==> src/rtl/sub_sequence_generator.sv <==
// Serial frame generator: M repetitions of (N ones, N zeros), with start
// validation, abort and a one-cycle completion pulse.
module sub_sequence_generator (
  input  logic       clk,
  input  logic       rst_n,
  input  logic       start,
  input  logic       abort,
  input  logic [5:0] N,
  input  logic [4:0] M,
  output logic       data_out,
  output logic       data_vld,
  output logic       busy,
  output logic       done_pulse,
  output logic       err_pulse
);

  typedef enum logic [1:0] {
    IDLE  = 2'd0,
    SEND1 = 2'd1,
    SEND0 = 2'd2,
    DONE  = 2'd3
  } state_t;

  state_t     r_state, w_state_nxt;
  logic [5:0] r_bit_cnt, w_bit_cnt_nxt;
  logic [4:0] r_rep_cnt, w_rep_cnt_nxt;
  logic [5:0] r_n_lat, w_n_lat_nxt;
  logic [4:0] r_m_lat, w_m_lat_nxt;
  logic       r_err, w_err_nxt;
  logic       w_last_bit;
  logic       w_last_rep;

  // Latched N and M are never zero while sending, so these cannot underflow.
  assign w_last_bit = (r_bit_cnt == r_n_lat - 6'd1);
  assign w_last_rep = (r_rep_cnt == r_m_lat - 5'd1);

  always_comb begin
    // NOTE: every signal gets a default before the case so no path leaves
    // it unassigned, which would otherwise infer a latch.
    w_state_nxt   = r_state;
    w_bit_cnt_nxt = r_bit_cnt;
    w_rep_cnt_nxt = r_rep_cnt;
    w_n_lat_nxt   = r_n_lat;
    w_m_lat_nxt   = r_m_lat;
    w_err_nxt     = 1'b0;

    case (r_state)
      IDLE: begin
        if (start && !abort) begin
          if ((N != 6'd0) && (M != 5'd0)) begin
            w_state_nxt   = SEND1;
            w_bit_cnt_nxt = 6'd0;
            w_rep_cnt_nxt = 5'd0;
            w_n_lat_nxt   = N;
            w_m_lat_nxt   = M;
          end else begin
            w_err_nxt = 1'b1;
          end
        end
      end

      SEND1: begin
        if (abort) begin
          w_state_nxt   = IDLE;
          w_bit_cnt_nxt = 6'd0;
          w_rep_cnt_nxt = 5'd0;
        end else if (w_last_bit) begin
          w_state_nxt   = SEND0;
          w_bit_cnt_nxt = 6'd0;
        end else begin
          w_bit_cnt_nxt = r_bit_cnt + 6'd1;
        end
      end

      SEND0: begin
        if (abort) begin
          w_state_nxt   = IDLE;
          w_bit_cnt_nxt = 6'd0;
          w_rep_cnt_nxt = 5'd0;
        end else if (w_last_bit) begin
          w_bit_cnt_nxt = 6'd0;
          if (w_last_rep) begin
            w_state_nxt   = DONE;
            w_rep_cnt_nxt = 5'd0;
          end else begin
            w_state_nxt   = SEND1;
            w_rep_cnt_nxt = r_rep_cnt + 5'd1;
          end
        end else begin
          w_bit_cnt_nxt = r_bit_cnt + 6'd1;
        end
      end

      // The pulse is already registered; abort here cannot retract it.
      DONE: w_state_nxt = IDLE;

      default: w_state_nxt = IDLE;
    endcase
  end

  always_ff @(posedge clk or negedge rst_n) begin
    // NOTE: sequential state uses non-blocking assignments so every register
    // samples the pre-edge values, independent of statement order.
    if (!rst_n) begin
      r_state   <= IDLE;
      r_bit_cnt <= 6'd0;
      r_rep_cnt <= 5'd0;
      r_n_lat   <= 6'd0;
      r_m_lat   <= 5'd0;
      r_err     <= 1'b0;
    end else begin
      r_state   <= w_state_nxt;
      r_bit_cnt <= w_bit_cnt_nxt;
      r_rep_cnt <= w_rep_cnt_nxt;
      r_n_lat   <= w_n_lat_nxt;
      r_m_lat   <= w_m_lat_nxt;
      r_err     <= w_err_nxt;
    end
  end

  // All outputs come straight from registers, so reset clears them at once.
  assign data_vld   = (r_state == SEND1) || (r_state == SEND0);
  assign data_out   = (r_state == SEND1);
  assign busy       = (r_state != IDLE);
  assign done_pulse = (r_state == DONE);
  assign err_pulse  = r_err;

endmodule

==> config.mk <==
export PLATFORM = sky130hd
export DESIGN_NAME = sub_sequence_generator
export DESIGN_NICKNAME = d
export VERILOG_FILES = /design/src/rtl/sub_sequence_generator.sv
export SDC_FILE = /design/constraint.sdc
export NUM_CORES = 1
export LEC_CHECK = 0
export CORE_MARGIN = 8
export CORE_UTILIZATION = 55
export CTS_CLUSTER_DIAMETER = 200
export DETAILED_ROUTE_END_ITERATION = 8
export PLACE_DENSITY = 0.84
export SYNTH_ARGS = -nofsm -noshare
export SYNTH_HDL_FRONTEND = slang
export SYNTH_SLANG_ARGS = --single-unit
==> constraint.sdc <==
create_clock -name clk -period 2.6 [get_ports clk]
set_input_delay 0.52 -clock clk [delete_from_list [all_inputs] [get_ports clk]]
set_output_delay 0.52 -clock clk [all_outputs]
set_load 0.02 [all_outputs]
==> metrics, run 1 <==
flop2flop setup slack=0.17 ns; total leakage power=0.8608 nW; first-pass iteration count of the detailed router=5; share of cells above drive strength 1=13.90%; syn avg cell area=10.02 µm²; P per Cell Area=891.9 mW/mm²; fin crit share=93.42%; IO Port Bufs=19; largest cells by area after synthesis=dfrtp_1 40%, ha_1 6.3%, mux2_2 5.0%, xnor2_1 3.9%, o31ai_1 3.8%; Die Wd=69.65 µm; DP HPWL=2675 µm; Buf/Inv on CP=2; type of destination of the critical path=flop; mux cell area share after synthesis=4.980%; crit path time final=2.429 ns; syn_nets=181; clock sinks=25; routed len/inst=15.52 µm; maximum clock rate=411.7 MHz; cts hold-fix bufs=0; RR Endpoint=r_n_lat[3]; distinct cell type count after synthesis=46; GP Congestion=0.8287; Yosys Warn Count=0; Worst Hold Class=in -> async; Synth async-reset ratio=100.0%; Post-CTS Setup Bufs=0; H-tree depth=1; Simple-Gate Fraction of Synth Area=19.76%; Initial Utilization=57.40%; transition time of the tightest slew-check pin=0.9283 ns; Clock Path Buffers=2; sequential-to-total area share from yosys stat=39.53%; RSZ-0062 raised after global routing=no; vias in the first global route=1,400; status=complete, no violations; worst-path cell chain=inv_1 -> ha_1 -> inv_1 -> or2_2 -> nor2_1 -> mux2_2; Area after DPL=0.001859 mm²; initial antenna violation count=0; # resized after CTS=0; Clock Tree Root=clkbuf_4; Post-Synth Adder-Cell Area=6.324%; Clock Latency Late Sink=0.33 ns; die area=0.004850 mm²; GRT Residual Overflow=0; max cap viols=0; via count=1,317; Cells after Synth=158; Synth Register Bits=25; Power Total=1.686 mW; synthesized area=0.001583 mm²; biggest area consumer among synthesized cells=dfrtp_1; largest family of logic cells by synthesized area=simple AND/OR/NAND/NOR gates; cts bufs inserted=3; Hold Fails Final Rpt=0; initial detailed-routing violation count=31; post-route cell area=0.001891 mm²; kind of start point of the critical path=flop; Reg2Reg Depth=6; Slowest-stage cell, CP=nor2_1; Worst-path clk slew=0.15 ns; IO Pins=20; crit path DAT=2.67 ns; required time of the critical path=2.84 ns; nets@finish=211; vias per inst=6.041; first-pass GRT wire length=5975 µm; num rows=19; final wirelength=3383 µm; number of antenna diodes=0; Final WS setup=0.1710 ns; largest fanout on the critical path=15; Layout area overhead=19.45%; Die H=69.65 µm; Synth Area in XOR/XNOR=6.640%; Clock Skews=0.005909 ns; Worst slew margin=37.89%; Setup WS pre-CTS=-0.02151 ns; Post-synth EDFFs=0; worst reg2reg path startpoint=r_state[0]; largest net degree at the start of global routing=26; core region area=0.002758 mm²; largest delay contributor family on the critical path=simple AND/OR/NAND/NOR gates; crit path kind=reg -> reg; CP dominant cell by count=inv_1; Setup-failing EPs final=0; top_reg_cell synth=dfrtp_1; Final ANT Viol Nets=0; Critical Path Max Stage Delay=0.71 ns; Final Slew Violations=0; gr usage total=14.55%; CTS tree=built; DRC=0; Compound-Gate Fraction of Synth Area=18.89%; Peak supply drop=0.6393 mV; area share of the largest cell type after synthesis=39.53%
==> worst max path at each step <==
stage,from,to,slack [ns],depth (start not counted)
after floorplan,r_state[0],r_m_lat[4],0.45,7
after global placement,abort,r_n_lat[5],0.03,5
after detailed placement,abort,r_n_lat[5],-0.02,5
after CTS,r_state[0],r_n_lat[5],0.17,6
after global routing,r_state[0],r_n_lat[5],0.03,6
final,r_state[0],r_n_lat[3],0.17,6
==> cell usage after synthesis (3+ instances only) <==
cell,count
nand2b_1,5
mux2_2,7
nand3_1,4
xor2_1,5
inv_1,11
o41ai_1,3
nor3_1,3
o2bb2ai_1,5
ha_1,8
nor2b_1,5
xnor2_1,7
nand2_1,9
dfrtp_1,25
o31ai_1,8
nor2_1,8
o21ai_0,10
==> cell usage in the layout (no fill, tap or decap), drive strengths merged, types with 2 or more instances in the layout <==
cell,count
ha,8
mux2,7
a311oi,2
nand2b,5
nor2b,5
o41ai,3
o21ai,11
clkbuf,3
or4,2
nor3,4
a21oi,2
inv,12
buf,9
clkdlybuf4s50,19
xor2,5
xnor2,7
o211ai,2
nand2,9
dfrtp,25
nand3,4
or3,2
nor2,8
o2bb2ai,5
and3,2
o31ai,8
==> metal layers <==
metal / part of all wire, % / up-vias / track usage [%]
met5: 0 / - / 0
li1: - / 642 / -
met3: 3.0 / 6 / 2.289
met2: 54 / 31 / 26.13
met4: 1.9 / 0 / 8.482
met1: 41 / 638 / 15.64
==> power breakdown <==
part / switching (mW) / internal, mW
sequential: 0.132 / 0.500
combinational: 0.433 / 0.428
clock: 0.130 / 0.0629
total: 0.695 / 0.991
==> metrics by stage <==
| step | hold WS [ns] | TNS (ns) | std cells | util (%) |
|---|---|---|---|---|
| detailed placement | 0.5169 | -0.1260 | 214 | 67.42 |
| global placement | 0.4968 | 0 | 214 | 67.42 |
| CTS | 0.5261 | 0 | 218 | 68.56 |
| floorplan | 0.2244 | 0 | 158 | - |
| finish | 0.5200 | 0 | 218 | 68.56 |
| global route | 0.5521 | 0 | 218 | 68.56 |
==> flip-flops by register name (all words and copies together), names as in the netlist <==
name,cells
r_state,2
r_bit_cnt,6
r_n_lat,6
err_pulse,1
r_m_lat,5
r_rep_cnt,5
==> layout make-up <==
class | count | area (µm²)
multi-input cells | 119 | 895.9
fillers | 203 | 867.1
well taps | 31 | 38.79
flip-flops and latches | 25 | 625.6
inverters | 11 | 41.29
repair buffers | 28 | 257.7
clock buffers | 3 | 22.52
clock inverters | 1 | 8.758
==> cells by family (layout without fill, tap and decap cells) <==
group	Yosys count	count (layout)
DFF	25	25
adders and majority gates	8	8
and+or+nand+nor	51	51
buffers and inverters	14	43
xor gates and xnor gates	12	12
AOI/OAI and AO/OA	41	41
muxes	7	7
No activity file was read; power rests on OpenSTA's default activity.
==> run 2: changes to the inputs <==
Settings changed: CELL_PAD_IN_SITES_DETAIL_PLACEMENT set to 1, CELL_PAD_IN_SITES_GLOBAL_PLACEMENT set to 1, CORE_UTILIZATION 55 to 43, HOLD_SLACK_MARGIN set to 0.05.
==> metrics, run 2 (synthesized netlist as in run 1, its figures left out) <==
status=complete, no violations; Worst-path clk slew=0.09 ns (-0.06 ns); maximum clock rate=416.3 MHz (+1.1%); Power Total=1.759 mW (+4.3%); crit path DAT=2.60 ns (-0.07 ns); commonest non-fill, non-tap cell in the layout=dfrtp_1; max cap viols=0 (unchanged); largest delay contributor family on the critical path=simple AND/OR/NAND/NOR gates; Peak supply drop=0.5123 mV (-20%); CTS tree=built; H-tree depth=1 (unchanged); placed cell count=231 (+7.9%); vias per inst=5.596 (-7.4%); Setup-failing EPs final=0 (unchanged); cts hold-fix bufs=0 (unchanged); Final ANT Viol Nets=0 (unchanged); GRT Residual Overflow=0 (unchanged); kind of start point of the critical path=flop; initial antenna violation count=0 (unchanged); routed len/inst=16.89 µm (+8.8%); Layout area overhead=22.06%; final wirelength=3969 µm (+17%); die area=0.005878 mm² (+21%); Non-Filler Instances=235 (+7.8%); first-pass iteration count of the detailed router=4 (-1); P per Cell Area=910.4 mW/mm² (+2.1%); Worst slew margin=54.54% (+17 points); Hold Fails Final Rpt=0 (unchanged); gr usage total=13.88% (-0.67 points); largest registers=r_bit_cnt x6, r_n_lat x6; crit path kind=reg -> reg; worst-path cell chain=inv_1 -> ha_1 -> inv_1 -> or2_2 -> buf_4 -> a2bb2oi_2 -> buf_4 -> or4_4 -> o2bb2ai_1; cts bufs inserted=3 (unchanged); type of destination of the critical path=flop; Die Wd=76.67 µm (+10%); largest fanout on the critical path=5 (-10); Clock Skews=0.002712 ns (-0.003197 ns); vias in the first global route=1,471 (+5.1%); total leakage power=0.8638 nW (+0.35%); crit path time final=2.402 ns (-0.02684 ns); IO Port Bufs=19 (unchanged); first-pass GRT wire length=6796 µm (+14%); Area after DPL=0.001881 mm² (+1.1%); Final WS setup=0.1978 ns (+0.02684 ns); initial detailed-routing violation count=32 (+3.2%); via count=1,315 (-0.15%); Clock Tree Root=clkbuf_8; Initial Utilization=43.89% (-14 points); Final Slew Violations=0 (unchanged); Worst Hold Class=reg -> reg; GP Congestion=0.8297 (+0.12%); num rows=22 (+3); Slowest-stage cell, CP=or4_4; share of cells above drive strength 1=14.44% (+0.53 points); Buf/Inv on CP=4 (+2); Clock Latency Late Sink=0.27 ns (-0.06 ns); number of antenna diodes=0 (unchanged); most frequent cells in the layout=25 x dfrtp_1, 19 x clkdlybuf4s50_1, 11 x inv_1; nets@finish=211 (unchanged); Clock Path Buffers=2 (unchanged); DP HPWL=3089 µm (+15%); Min Hold Slack=0.5216 ns (+0.001591 ns); fin crit share=92.39% (-1.0 points); post-route cell area=0.001932 mm² (+2.2%); clock sinks=25 (unchanged); Setup WS pre-CTS=-0.05077 ns (-0.02925 ns); Die H=76.67 µm (+10%); required time of the critical path=2.80 ns (-0.04 ns); DRC=0 (unchanged); transition time of the tightest slew-check pin=0.6773 ns (-0.2510 ns); core region area=0.003606 mm² (+31%); RSZ-0062 raised after global routing=no; Critical Path Max Stage Delay=0.50 ns (-0.21 ns); IO Pins=20 (unchanged); largest net degree at the start of global routing=26 (unchanged)
## run 2: cell types whose count changed in the layout (fill, tap and decap cells not counted)
cell,delta
clkinvlp_4,+1
clkbuf_8,+3
nor2_1,-1
inv_6,-1
clkbuf_4,-3
nor2_2,+1
## run 2: final timing paths
check                                   from            to  slack (ns)  cells past startpoint
worst max-delay path              r_state[0]  r_bit_cnt[3]        0.20                      9
worst min-delay path            r_rep_cnt[4]  r_rep_cnt[4]        0.52                      1
max in group asynchronous              rst_n  r_bit_cnt[0]        1.75                      2
worst max register to register    r_state[0]  r_bit_cnt[3]        0.20                      9
min in group asynchronous              rst_n    r_m_lat[0]        0.60                      2
worst min register to register  r_rep_cnt[4]  r_rep_cnt[4]        0.52                      1
## run 2: final cells by class
| type | count | area [µm²] |
|---|---|---|
| sequential | 25 | 625.6 |
| tap | 48 | 60.06 |
| timing repair buffer | 28 | 257.7 |
| fill | 422 | 1674 |
| multi-input combinational | 119 | 898.4 |
| inverter | 11 | 41.29 |
| clock buffer | 3 | 41.29 |
| clock inverter | 1 | 7.507 |
## run 2: where the power goes
part           total, mW  leakage (nW)  switching (mW)  internal (mW)
logic              0.887         0.517           0.458          0.429
clock network      0.238        0.0217           0.130          0.109
registers          0.634         0.325           0.133          0.501
## run 2: repair_timing
| item | CTS | global route |
|---|---|---|
| setup endpoints to repair | 0 | 7 |
| setup buffers | 0 | 0 |
| resized for setup | 0 | 1 |
## run 2: per-layer routing
layer | GRT usage, % | wire length, µm
met3 | 2.098 | 54
met4 | 7.885 | 89
met2 | 24.81 | 2128
met5 | 0 | 0
met1 | 15.22 | 1698
## run 2: metrics by stage
stage / utilization, % / TNS (ns)
6_report: 53.57 / 0
3_5_place_dp: 52.15 / -0.3147
5_1_grt: 53.57 / 0
4_1_cts: 53.50 / 0
3_3_place_gp: 52.15 / 0
2_1_floorplan: - / 0
